<file path="config.mk">
export PLATFORM = sky130hd
export DESIGN_NAME = multicycle_controller_flat
export DESIGN_NICKNAME = d
export VERILOG_FILES = /design/src/rtl/multicycle_controller_if.sv /design/src/rtl/multicycle_controller.sv /design/src/flat_wrapper.sv
export SDC_FILE = /design/constraint.sdc
export NUM_CORES = 1
export LEC_CHECK = 0
export BUFFER_PORTS_ARGS = -buffer_cell sky130_fd_sc_hd__buf_4
export CELL_PAD_IN_SITES_DETAIL_PLACEMENT = 0
export CELL_PAD_IN_SITES_GLOBAL_PLACEMENT = 1
export CORE_MARGIN = 5
export CORE_UTILIZATION = 32
export DETAILED_ROUTE_END_ITERATION = 12
export PLACE_DENSITY = 0.84
export SLEW_MARGIN = 15
export SYNTH_ARGS = -nofsm -noshare
export SYNTH_HDL_FRONTEND = slang
export SYNTH_SLANG_ARGS = --single-unit
export TNS_END_PERCENT = 30
</file>
<file path="constraint.sdc">
create_clock -name clk -period 1.9 [get_ports clk]
set_input_delay 0.19 -clock clk [delete_from_list [all_inputs] [get_ports clk]]
set_output_delay 0.19 -clock clk [all_outputs]
set_load 0.05 [all_outputs]
</file>
<file path="src/rtl/multicycle_controller_if.sv">
// Instruction-field / ALU-flag inputs and control outputs shared between
// the multicycle controller and its datapath.
interface multicycle_controller_if;
    logic [3:0] Cond;
    logic [1:0] Op;
    logic [5:0] Funct;
    logic [3:0] Rd;
    logic [3:0] ALUFlags;
    logic       PCWrite;
    logic       IRWrite;
    logic       RegWrite;
    logic       MemWrite;
    logic       AdrSrc;
    logic [1:0] ResultSrc;
    logic       ALUSrcA;
    logic [1:0] ALUSrcB;
    logic [1:0] ImmSrc;
    logic [1:0] RegSrc;
    logic [1:0] ALUControl;

    modport slave (
        input  Cond, Op, Funct, Rd, ALUFlags,
        output PCWrite, IRWrite, RegWrite, MemWrite, AdrSrc, ResultSrc,
               ALUSrcA, ALUSrcB, ImmSrc, RegSrc, ALUControl
    );

    modport master (
        output Cond, Op, Funct, Rd, ALUFlags,
        input  PCWrite, IRWrite, RegWrite, MemWrite, AdrSrc, ResultSrc,
               ALUSrcA, ALUSrcB, ImmSrc, RegSrc, ALUControl
    );
endinterface

</file>
<file path="src/rtl/multicycle_controller.sv">
// Moore sequencer for the multicycle ARM-subset datapath, holding the NZCV
// flags and the per-instruction condition result.
module multicycle_controller (
    input  logic                   clk,
    input  logic                   reset,
    multicycle_controller_if.slave bus
);
    typedef enum logic [3:0] {
        FETCH    = 4'd0,
        DECODE   = 4'd1,
        MEMADR   = 4'd2,
        MEMRD    = 4'd3,
        MEMWB    = 4'd4,
        MEMWR    = 4'd5,
        EXECUTER = 4'd6,
        EXECUTEI = 4'd7,
        ALUWB    = 4'd8,
        BRANCH   = 4'd9
    } state_e;

    state_e     state_q, state_d;
    logic [3:0] flags_q, flags_d;
    logic       condex_q, condex_d;

    logic       irw, next_pc, regw, memw, branch, alu_op;
    logic       adr_src, src_a;
    logic [1:0] res_src, src_b;
    logic [1:0] alu_ctl, flag_w;
    logic       cond_ok, pcs;

    always_ff @(posedge clk or negedge reset) begin
        if (!reset) begin
            state_q  <= FETCH;
            flags_q  <= 4'b0000;
            condex_q <= 1'b0;
        end else begin
            state_q  <= state_d;
            flags_q  <= flags_d;
            condex_q <= condex_d;
        end
    end

    always_comb begin
        state_d = FETCH;
        irw     = 1'b0;
        next_pc = 1'b0;
        regw    = 1'b0;
        memw    = 1'b0;
        branch  = 1'b0;
        alu_op  = 1'b0;
        adr_src = 1'b0;
        src_a   = 1'b0;
        res_src = 2'b00;
        src_b   = 2'b00;
        case (state_q)
            FETCH: begin
                state_d = DECODE;
                irw     = 1'b1;
                next_pc = 1'b1;
                src_a   = 1'b1;
                src_b   = 2'b10;
                res_src = 2'b10;
            end
            DECODE: begin
                src_a   = 1'b1;
                src_b   = 2'b10;
                res_src = 2'b10;
                case (bus.Op)
                    2'b00:   state_d = bus.Funct[5] ? EXECUTEI : EXECUTER;
                    2'b01:   state_d = MEMADR;
                    2'b10:   state_d = BRANCH;
                    default: state_d = FETCH;
                endcase
            end
            MEMADR: begin
                state_d = bus.Funct[0] ? MEMRD : MEMWR;
                src_b   = 2'b01;
            end
            MEMRD: begin
                state_d = MEMWB;
                adr_src = 1'b1;
            end
            MEMWB: begin
                res_src = 2'b01;
                regw    = 1'b1;
            end
            MEMWR: begin
                adr_src = 1'b1;
                memw    = 1'b1;
            end
            EXECUTER: begin
                state_d = ALUWB;
                alu_op  = 1'b1;
            end
            EXECUTEI: begin
                state_d = ALUWB;
                src_b   = 2'b01;
                alu_op  = 1'b1;
            end
            ALUWB: regw = 1'b1;
            BRANCH: begin
                src_b   = 2'b01;
                res_src = 2'b10;
                branch  = 1'b1;
            end
            default: state_d = FETCH;
        endcase
    end

    always_comb begin
        alu_ctl = 2'b00;
        if (alu_op) begin
            case (bus.Funct[4:1])
                4'b0100: alu_ctl = 2'b00;
                4'b0010: alu_ctl = 2'b01;
                4'b0000: alu_ctl = 2'b10;
                4'b1100: alu_ctl = 2'b11;
                default: alu_ctl = 2'b00;
            endcase
        end
        flag_w[1] = alu_op & bus.Funct[0];
        flag_w[0] = alu_op & bus.Funct[0] & ~alu_ctl[1];
    end

    // Condition is judged against the stored flags, not the live ALU ones.
    always_comb begin
        case (bus.Cond)
            4'b0000: cond_ok = flags_q[2];
            4'b0001: cond_ok = ~flags_q[2];
            4'b0010: cond_ok = flags_q[1];
            4'b0011: cond_ok = ~flags_q[1];
            4'b0100: cond_ok = flags_q[3];
            4'b0101: cond_ok = ~flags_q[3];
            4'b0110: cond_ok = flags_q[0];
            4'b0111: cond_ok = ~flags_q[0];
            4'b1000: cond_ok = flags_q[1] & ~flags_q[2];
            4'b1001: cond_ok = ~flags_q[1] | flags_q[2];
            4'b1010: cond_ok = (flags_q[3] == flags_q[0]);
            4'b1011: cond_ok = (flags_q[3] != flags_q[0]);
            4'b1100: cond_ok = ~flags_q[2] & (flags_q[3] == flags_q[0]);
            4'b1101: cond_ok = flags_q[2] | (flags_q[3] != flags_q[0]);
            4'b1110: cond_ok = 1'b1;
            default: cond_ok = 1'b0;
        endcase
    end

    always_comb begin
        condex_d = (state_q == DECODE) ? cond_ok : condex_q;
        flags_d  = flags_q;
        if (flag_w[1] & condex_q) flags_d[3:2] = bus.ALUFlags[3:2];
        if (flag_w[0] & condex_q) flags_d[1:0] = bus.ALUFlags[1:0];
    end

    assign pcs = ((bus.Rd == 4'b1111) & regw) | branch;

    // Write enables are held off combinationally while reset is low.
    assign bus.PCWrite    = reset & (next_pc | (pcs & condex_q));
    assign bus.IRWrite    = reset & irw;
    assign bus.RegWrite   = reset & regw & condex_q;
    assign bus.MemWrite   = reset & memw & condex_q;
    assign bus.AdrSrc     = adr_src;
    assign bus.ResultSrc  = res_src;
    assign bus.ALUSrcA    = src_a;
    assign bus.ALUSrcB    = src_b;
    assign bus.ImmSrc     = bus.Op;
    assign bus.RegSrc     = {bus.Op == 2'b01, bus.Op == 2'b10};
    assign bus.ALUControl = alu_ctl;
endmodule

</file>
<file path="src/flat_wrapper.sv">
// flat-port wrapper written by rule: the top's interface ports become plain ports
module multicycle_controller_flat 
  (clk, reset, bus_Cond, bus_Op, bus_Funct, bus_Rd, bus_ALUFlags, bus_PCWrite, bus_IRWrite, bus_RegWrite, bus_MemWrite, bus_AdrSrc, bus_ResultSrc, bus_ALUSrcA, bus_ALUSrcB, bus_ImmSrc, bus_RegSrc, bus_ALUControl);
  multicycle_controller_if bus_i ();
  input  logic clk;
  input  logic reset;
  input wire logic [$bits(bus_i.Cond)-1:0] bus_Cond;
  input wire logic [$bits(bus_i.Op)-1:0] bus_Op;
  input wire logic [$bits(bus_i.Funct)-1:0] bus_Funct;
  input wire logic [$bits(bus_i.Rd)-1:0] bus_Rd;
  input wire logic [$bits(bus_i.ALUFlags)-1:0] bus_ALUFlags;
  output wire logic [$bits(bus_i.PCWrite)-1:0] bus_PCWrite;
  output wire logic [$bits(bus_i.IRWrite)-1:0] bus_IRWrite;
  output wire logic [$bits(bus_i.RegWrite)-1:0] bus_RegWrite;
  output wire logic [$bits(bus_i.MemWrite)-1:0] bus_MemWrite;
  output wire logic [$bits(bus_i.AdrSrc)-1:0] bus_AdrSrc;
  output wire logic [$bits(bus_i.ResultSrc)-1:0] bus_ResultSrc;
  output wire logic [$bits(bus_i.ALUSrcA)-1:0] bus_ALUSrcA;
  output wire logic [$bits(bus_i.ALUSrcB)-1:0] bus_ALUSrcB;
  output wire logic [$bits(bus_i.ImmSrc)-1:0] bus_ImmSrc;
  output wire logic [$bits(bus_i.RegSrc)-1:0] bus_RegSrc;
  output wire logic [$bits(bus_i.ALUControl)-1:0] bus_ALUControl;
  assign bus_i.Cond = bus_Cond;
  assign bus_i.Op = bus_Op;
  assign bus_i.Funct = bus_Funct;
  assign bus_i.Rd = bus_Rd;
  assign bus_i.ALUFlags = bus_ALUFlags;
  assign bus_PCWrite = bus_i.PCWrite;
  assign bus_IRWrite = bus_i.IRWrite;
  assign bus_RegWrite = bus_i.RegWrite;
  assign bus_MemWrite = bus_i.MemWrite;
  assign bus_AdrSrc = bus_i.AdrSrc;
  assign bus_ResultSrc = bus_i.ResultSrc;
  assign bus_ALUSrcA = bus_i.ALUSrcA;
  assign bus_ALUSrcB = bus_i.ALUSrcB;
  assign bus_ImmSrc = bus_i.ImmSrc;
  assign bus_RegSrc = bus_i.RegSrc;
  assign bus_ALUControl = bus_i.ALUControl;
  multicycle_controller u_core (.clk(clk), .reset(reset), .bus(bus_i));
endmodule
</file>
# Word-level counts from Yosys, hierarchy flattened
# Index checks and enable logic that the tools add are counted.
# W data, S select, Z words.
# totals
register_bits	9
input_bits	22
out_inout_bits	16
wordCells	83
# classes
n_eq_ne	30
muxes	16
bitwise_logic	23
reduce_logical	10
# ops
op	n
$eq A4 B4 Y1 const B	11
$eq A4 B3 Y1 const B	8
$eq A4 B2 Y1 const B	5
$pmux W4 S5	1
$pmux W1 S15	1
$and A1 B1 Y1	14
$logic_not A4 Y1	3
$pmux W4 S3	1
$eq A4 B1 Y1 const B	2
$mux W1	8
$pmux W2 S2	2
$reduce_or A2 Y1	4
$pmux W2 S3	1
$reduce_or A3 Y1	2
$not A1 Y1	5
$or A1 B1 Y1	4
$mux W3	1
$eq A2 B1 Y1 const B	1
$eq A2 B2 Y1 const B	1
$logic_not A2 Y1	1
$mux W2	1
$eq A1 B1 Y1	1
$ne A1 B1 Y1	1

# Longest topological paths before layout
# depth
ltp_word	8
mapped_depth	7
mapped_depth_nobuf	5

# Least setup slack after synthesis
# No wires, ideal clock.
# synth_path
path_type	register -> output
from	register u_core.state_q[2]
to	output port bus_IRWrite
arrival_time_ns	2.483
required_time_ns	1.710
path_slack_ns	-0.773
stages_incl_launch_ff	5
path_buffers	2
path_cell_list	dfrtp_1 > buf_6 > or2_1 > buf_6 > nor4b_1
# synth_between
elab_chain_len	3
# synth_rtl
element	line	rtl
from (decl)	multicycle_controller.sv:21	state_e state_q, state_d;
from (signal assigned)	multicycle_controller.sv:37	state_q <= state_d;
$logic_not A4 Y1	multicycle_controller.sv:55	case (state_q)
$mux W1	multicycle_controller.sv:55	
$and A1 B1 Y1	multicycle_controller.sv:158	assign bus.IRWrite = reset & irw;
to (decl)	flat_wrapper.sv:13	output wire logic [$bits(bus_i.IRWrite)-1:0] bus_IRWrite;
# No other way between the ends.

# Worst setup path in the final report
# layout_path
from	register u_core.state_q[2]
to	output port bus_PCWrite
# layout_between
elab_chain_len	8
elab_cells_between_ends	13
cone_classes	3 x eq/ne; 3 x mux; 5 x bitwise; 2 x reduce/logical
# layout_rtl
element	line	rtl
$eq A4 B4 Y1 or $eq A4 B3 Y1 (tied branches)	multicycle_controller.sv:55	
$reduce_or A2 Y1 (no line)	--	
$mux W1	multicycle_controller.sv:55	
$and A1 B1 Y1	multicycle_controller.sv:154	assign pcs = ((bus.Rd == 4'b1111) & regw) | branch;
$or A1 B1 Y1	multicycle_controller.sv:154	
$and A1 B1 Y1	multicycle_controller.sv:157	assign bus.PCWrite = reset & (next_pc | (pcs & condex_q));
$or A1 B1 Y1 *	multicycle_controller.sv:157	
$and A1 B1 Y1 *	multicycle_controller.sv:157	
to (decl)	flat_wrapper.sv:12	output wire logic [$bits(bus_i.PCWrite)-1:0] bus_PCWrite;
# Every way passes the cells marked *; elsewhere a longest branch is shown, timed or not.

==> Flow_metrics.wiki <==
{| class="wikitable"
! Metric !! Value
|-
| Flop and latch count out of synthesis || 9
|-
| Slew at the pin with the worst max-slew slack || 0.4281 ns
|-
| Path length in cells of the critical path || 4
|-
| Post-Place Cells || 158
|-
| Worst clock skew on the final layout || 0.008704 ns
|-
| Count of input and output buffers || 37
|-
| Net total in the final layout || 157
|-
| Power per standard cell area || 1688 nW/um2
|-
| CP startpoint || u_core.state_q[2]$_DFF_PN0_
|-
| Global-route wire length before repair || 3.243 mm
|-
| Clock Latency Late Sink || 0.26 ns
|-
| Vias in the first global route || 746
|-
| Total detailed-routing wirelength || 2.176 mm
|-
| GR Overflow Total || 0
|-
| Share of post-route cells with drive strength above 1 || 45.52%
|-
| H-Tree Depth || 1
|-
| Max-Slew Margin vs Limit || 71.37%
|-
| Worst-case register-to-register setup slack || 0.22 ns
|-
| Post-synthesis average cell area || 8.281 um2
|-
| Standard-cell rows || 18
|-
| Sum of buffers and inverters on the critical path || 1
|-
| Top-level I/O count || 38
|-
| Detailed-router iteration count before antenna repair || 4
|-
| Die outline height || 60.10 um
|-
| Share of synthesized flip-flops with an asynchronous set or reset || 100.0%
|-
| Class of the tightest hold or removal check || primary input to register
|-
| Longest individual stage delay on the worst path || 0.50 ns
|-
| Number of slew-limit violations in the final report || 0
|-
| Number of enable flip-flop cells after synthesis || 0
|-
| Final-report hold violation count || 0
|-
| Die area || 3612 um2
|-
| RSZ-0062 raised after global routing || no
|-
| Critical path capture point || bus_PCWrite
|-
| Number of standard cells in the layout, taps in and fillers out || 164
|-
| Clock slew seen by the registers of the worst setup and hold paths || 0.07 ns
|-
| Antenna violations before repair || 0
|-
| Iteration-0 DRC count of the detailed router || 25
|-
| Post-route minimum period || 1.832 ns
|-
| Net count of the mapped netlist || 119
|-
| Average wire per cell in the routed design || 13.27 um
|-
| Worst reg2reg path depth || 4
|-
| Largest net degree at the start of global routing || 11
|-
| Destination of the worst register-to-register timing path || u_core.flags_q[1]$_DFFE_PN0P_
|-
| Crit-path cells || nand2b_4 -> a2111oi_4 -> a32o_2 -> buf_8
|-
| Delay-heaviest family, CP || compound AO/OA/AOI/OAI gates
|-
| Final worst path period share || 96.40%
|-
| Filler Cells Inserted || 240
|-
| Cell with the biggest individual delay on the critical path || dfrtp_1
|-
| Number of sinks handled by clock tree synthesis || 9
|-
| Starting density of the core || 33.02%
|-
| Clock buffers created by TritonCTS || 3
|-
| Endpoint kind of the worst setup timing path || output pin
|-
| Top fanout value on the critical path || 7
|-
| Clock Tree Buf Depth || 2
|-
| DRC violations left || 0
|-
| Syn-to-layout area delta || 45.95%
|-
| Cells after synthesis || 97
|-
| Number of failing setup endpoints in the final timing report || 0
|-
| Horizontal extent of the die || 60.10 um
|-
| Share of the core filled with cells || 48.20%
|-
| Clock tree from TritonCTS || built
|-
| Run status || finished, final reports clean
|-
| Peak ir drop on the vdd network || 1.385 mV
|-
| Crit Reg-Reg Startpoint || u_core.state_q[2]$_DFF_PN0_
|-
| Number of vias per cell after detailed routing || 5.067
|-
| Core footprint || 2432 um2
|-
| Achievable frequency || 546.0 MHz
|-
| Required time of the critical path || 1.71 ns
|-
| Final ANT Viol Nets || 0
|-
| Clock tree root driver cell || clkbuf_4
|-
| Share of the yosys chip area belonging to registers || 28.04%
|-
| Data arrival, critical path || 1.64 ns
|-
| Summed instance area of the synthesized netlist || 803.3 um2
|-
| Leakage dissipation || 0.0005230 uW
|-
| Class of the most critical setup path || register to output pin
|-
| Launching element type of the critical path || register
|-
| Number of distinct library cell variants in the gate-level netlist after synthesis || 38
|-
| Most used DFF post-synth || dfrtp_1
|-
| Number of antenna repair diodes || 0
|-
| Max cap viols || 0
|-
| Last weighted congestion value of the routability-driven placer || 0.7704
|-
| Total half-perimeter wirelength after legalization and detailed placement || 1.728 mm
|-
| Total vias in the final route || 831
|-
| Count of yosys warnings during synthesis || 0
|-
| GRT Total Usage || 11.69%
|}
[worst min-delay path by stage]
stage | startpoint | to | slack [ns] | cells after the start
2_1_floorplan | reset | u_core.condex_q$_DFFE_PN0P_ | -0.11 | 0
3_3_place_gp | reset | u_core.state_q[0]$_DFF_PN0_ | 0.03 | 1
3_5_place_dp | reset | u_core.state_q[2]$_DFF_PN0_ | 0.03 | 1
4_1_cts | bus_ALUFlags[0] | u_core.flags_q[0]$_DFFE_PN0P_ | 0.16 | 2
5_1_grt | bus_ALUFlags[1] | u_core.flags_q[1]$_DFFE_PN0P_ | 0.16 | 2
6_report | bus_ALUFlags[1] | u_core.flags_q[1]$_DFFE_PN0P_ | 0.17 | 2
[through the flow]
step | hold WS, ns | setup TNS [ns] | setup slack [ns] | cell area [um2] | power [uW]
2_1_floorplan | -0.1056 | -0.7032 | -0.2138 | 837.1 | 1460
3_3_place_gp | 0.03236 | 0 | 0.2800 | 1112 | 1752
3_5_place_dp | 0.03144 | 0 | 0.2078 | 1112 | 1772
4_1_cts | 0.1620 | 0 | 0.03063 | 1150 | 1932
5_1_grt | 0.1641 | 0 | 0.006680 | 1172 | 2089
6_report | 0.1679 | 0 | 0.06844 | 1172 | 1979
[what timing repair did]
action	4_1_cts	5_1_grt
hold buffers	1	0
endpoints found under the setup margin	1	1
buffers inserted	0	1
gates resized for setup	1	5
pin swaps	0	2
hold endpoints to repair	9	0
[layer usage]
layer / track usage, % / vias to the layer above / wire, um
li1: - / 417 / -
met1: 13.39 / 386 / 864
met2: 21.30 / 26 / 1131
met3: 3.024 / 2 / 161
met4: 2.848 / 0 / 18
met5: 0 / - / 0
[synth_stat cells (2+ instances only)]
cell	number	area share, %
inv_1	2	0.93
a2111oi_2	2	3.7
buf_6	2	2.8
nand3b_1	2	1.9
a21oi_1	4	2.5
a31oi_1	2	1.6
dfrtp_1	9	28
mux2_2	4	5.6
nand2_1	7	3.3
nor2_1	12	5.6
mux2i_1	2	2.5
buf_2	2	1.2
xor2_1	2	2.2
nand3_1	2	1.2
o22ai_1	2	1.6
xnor2_1	3	3.3
buf_4	2	1.9
nor3b_1	2	1.9
nand2b_1	3	2.3
o21ai_0	5	3.1
nor2b_1	4	3.1
nor3_1	6	3.7
[state kept, by name (all words and copies together), names as in the netlist]
register         count
u_core.flags_q       4
u_core.state_q       4
u_core.condex_q      1
[worst reg2reg max path: cells and delay by family, from the launching register on]
family             cells  cell delay [ns]
and+or+nand+nor        2             0.47
muxes                  1             0.33
AOI/OAI and AO/OA      1             0.21
DFF                    1             0.54
[kinds of logic (layout without fill, tap and decap cells)]
logic type / Yosys count / count (layout) / share of synthesized area, %
flip-flops: 9 / 9 / 28.04
AND/OR/NAND/NOR: 45 / 45 / 30.69
multiplexers: 6 / 6 / 8.099
buffers and inverters: 10 / 47 / 7.787
XOR/XNOR: 5 / 5 / 5.453
AO/OA/AOI/OAI: 22 / 22 / 19.94
[where the power goes]
group	switching, uW	internal [uW]	leakage, uW
registers	155	279	0.000115
logic	858	536	0.000393
clock network	69.4	80.9	0.0000150
total	1080	896	0.000523
[layout by cell type, fill, tap and decap left out, types with 4 or more instances in the layout]
cell | synthesis | layout
dfrtp_1 | 9 | 8
mux2_2 | 4 | 4
buf_4 | 2 | 38
nor3_1 | 6 | 6
o21ai_0 | 5 | 5
nor2b_1 | 4 | 4
a21oi_1 | 4 | 4
nor2_1 | 12 | 12
nand2_1 | 7 | 7
[area by class of cell]
type | instances | area [um2] | area share, %
Tap cell | 30 | 37.54 | 3.202
Clock buffer | 4 | 26.28 | 2.241
Timing Repair Buffer | 41 | 315.3 | 26.89
Inverter | 2 | 7.507 | 0.6403
Multi-Input combinational cell | 78 | 559.3 | 47.71
Sequential cell | 9 | 226.5 | 19.32
(Power assumes the default switching activity.)
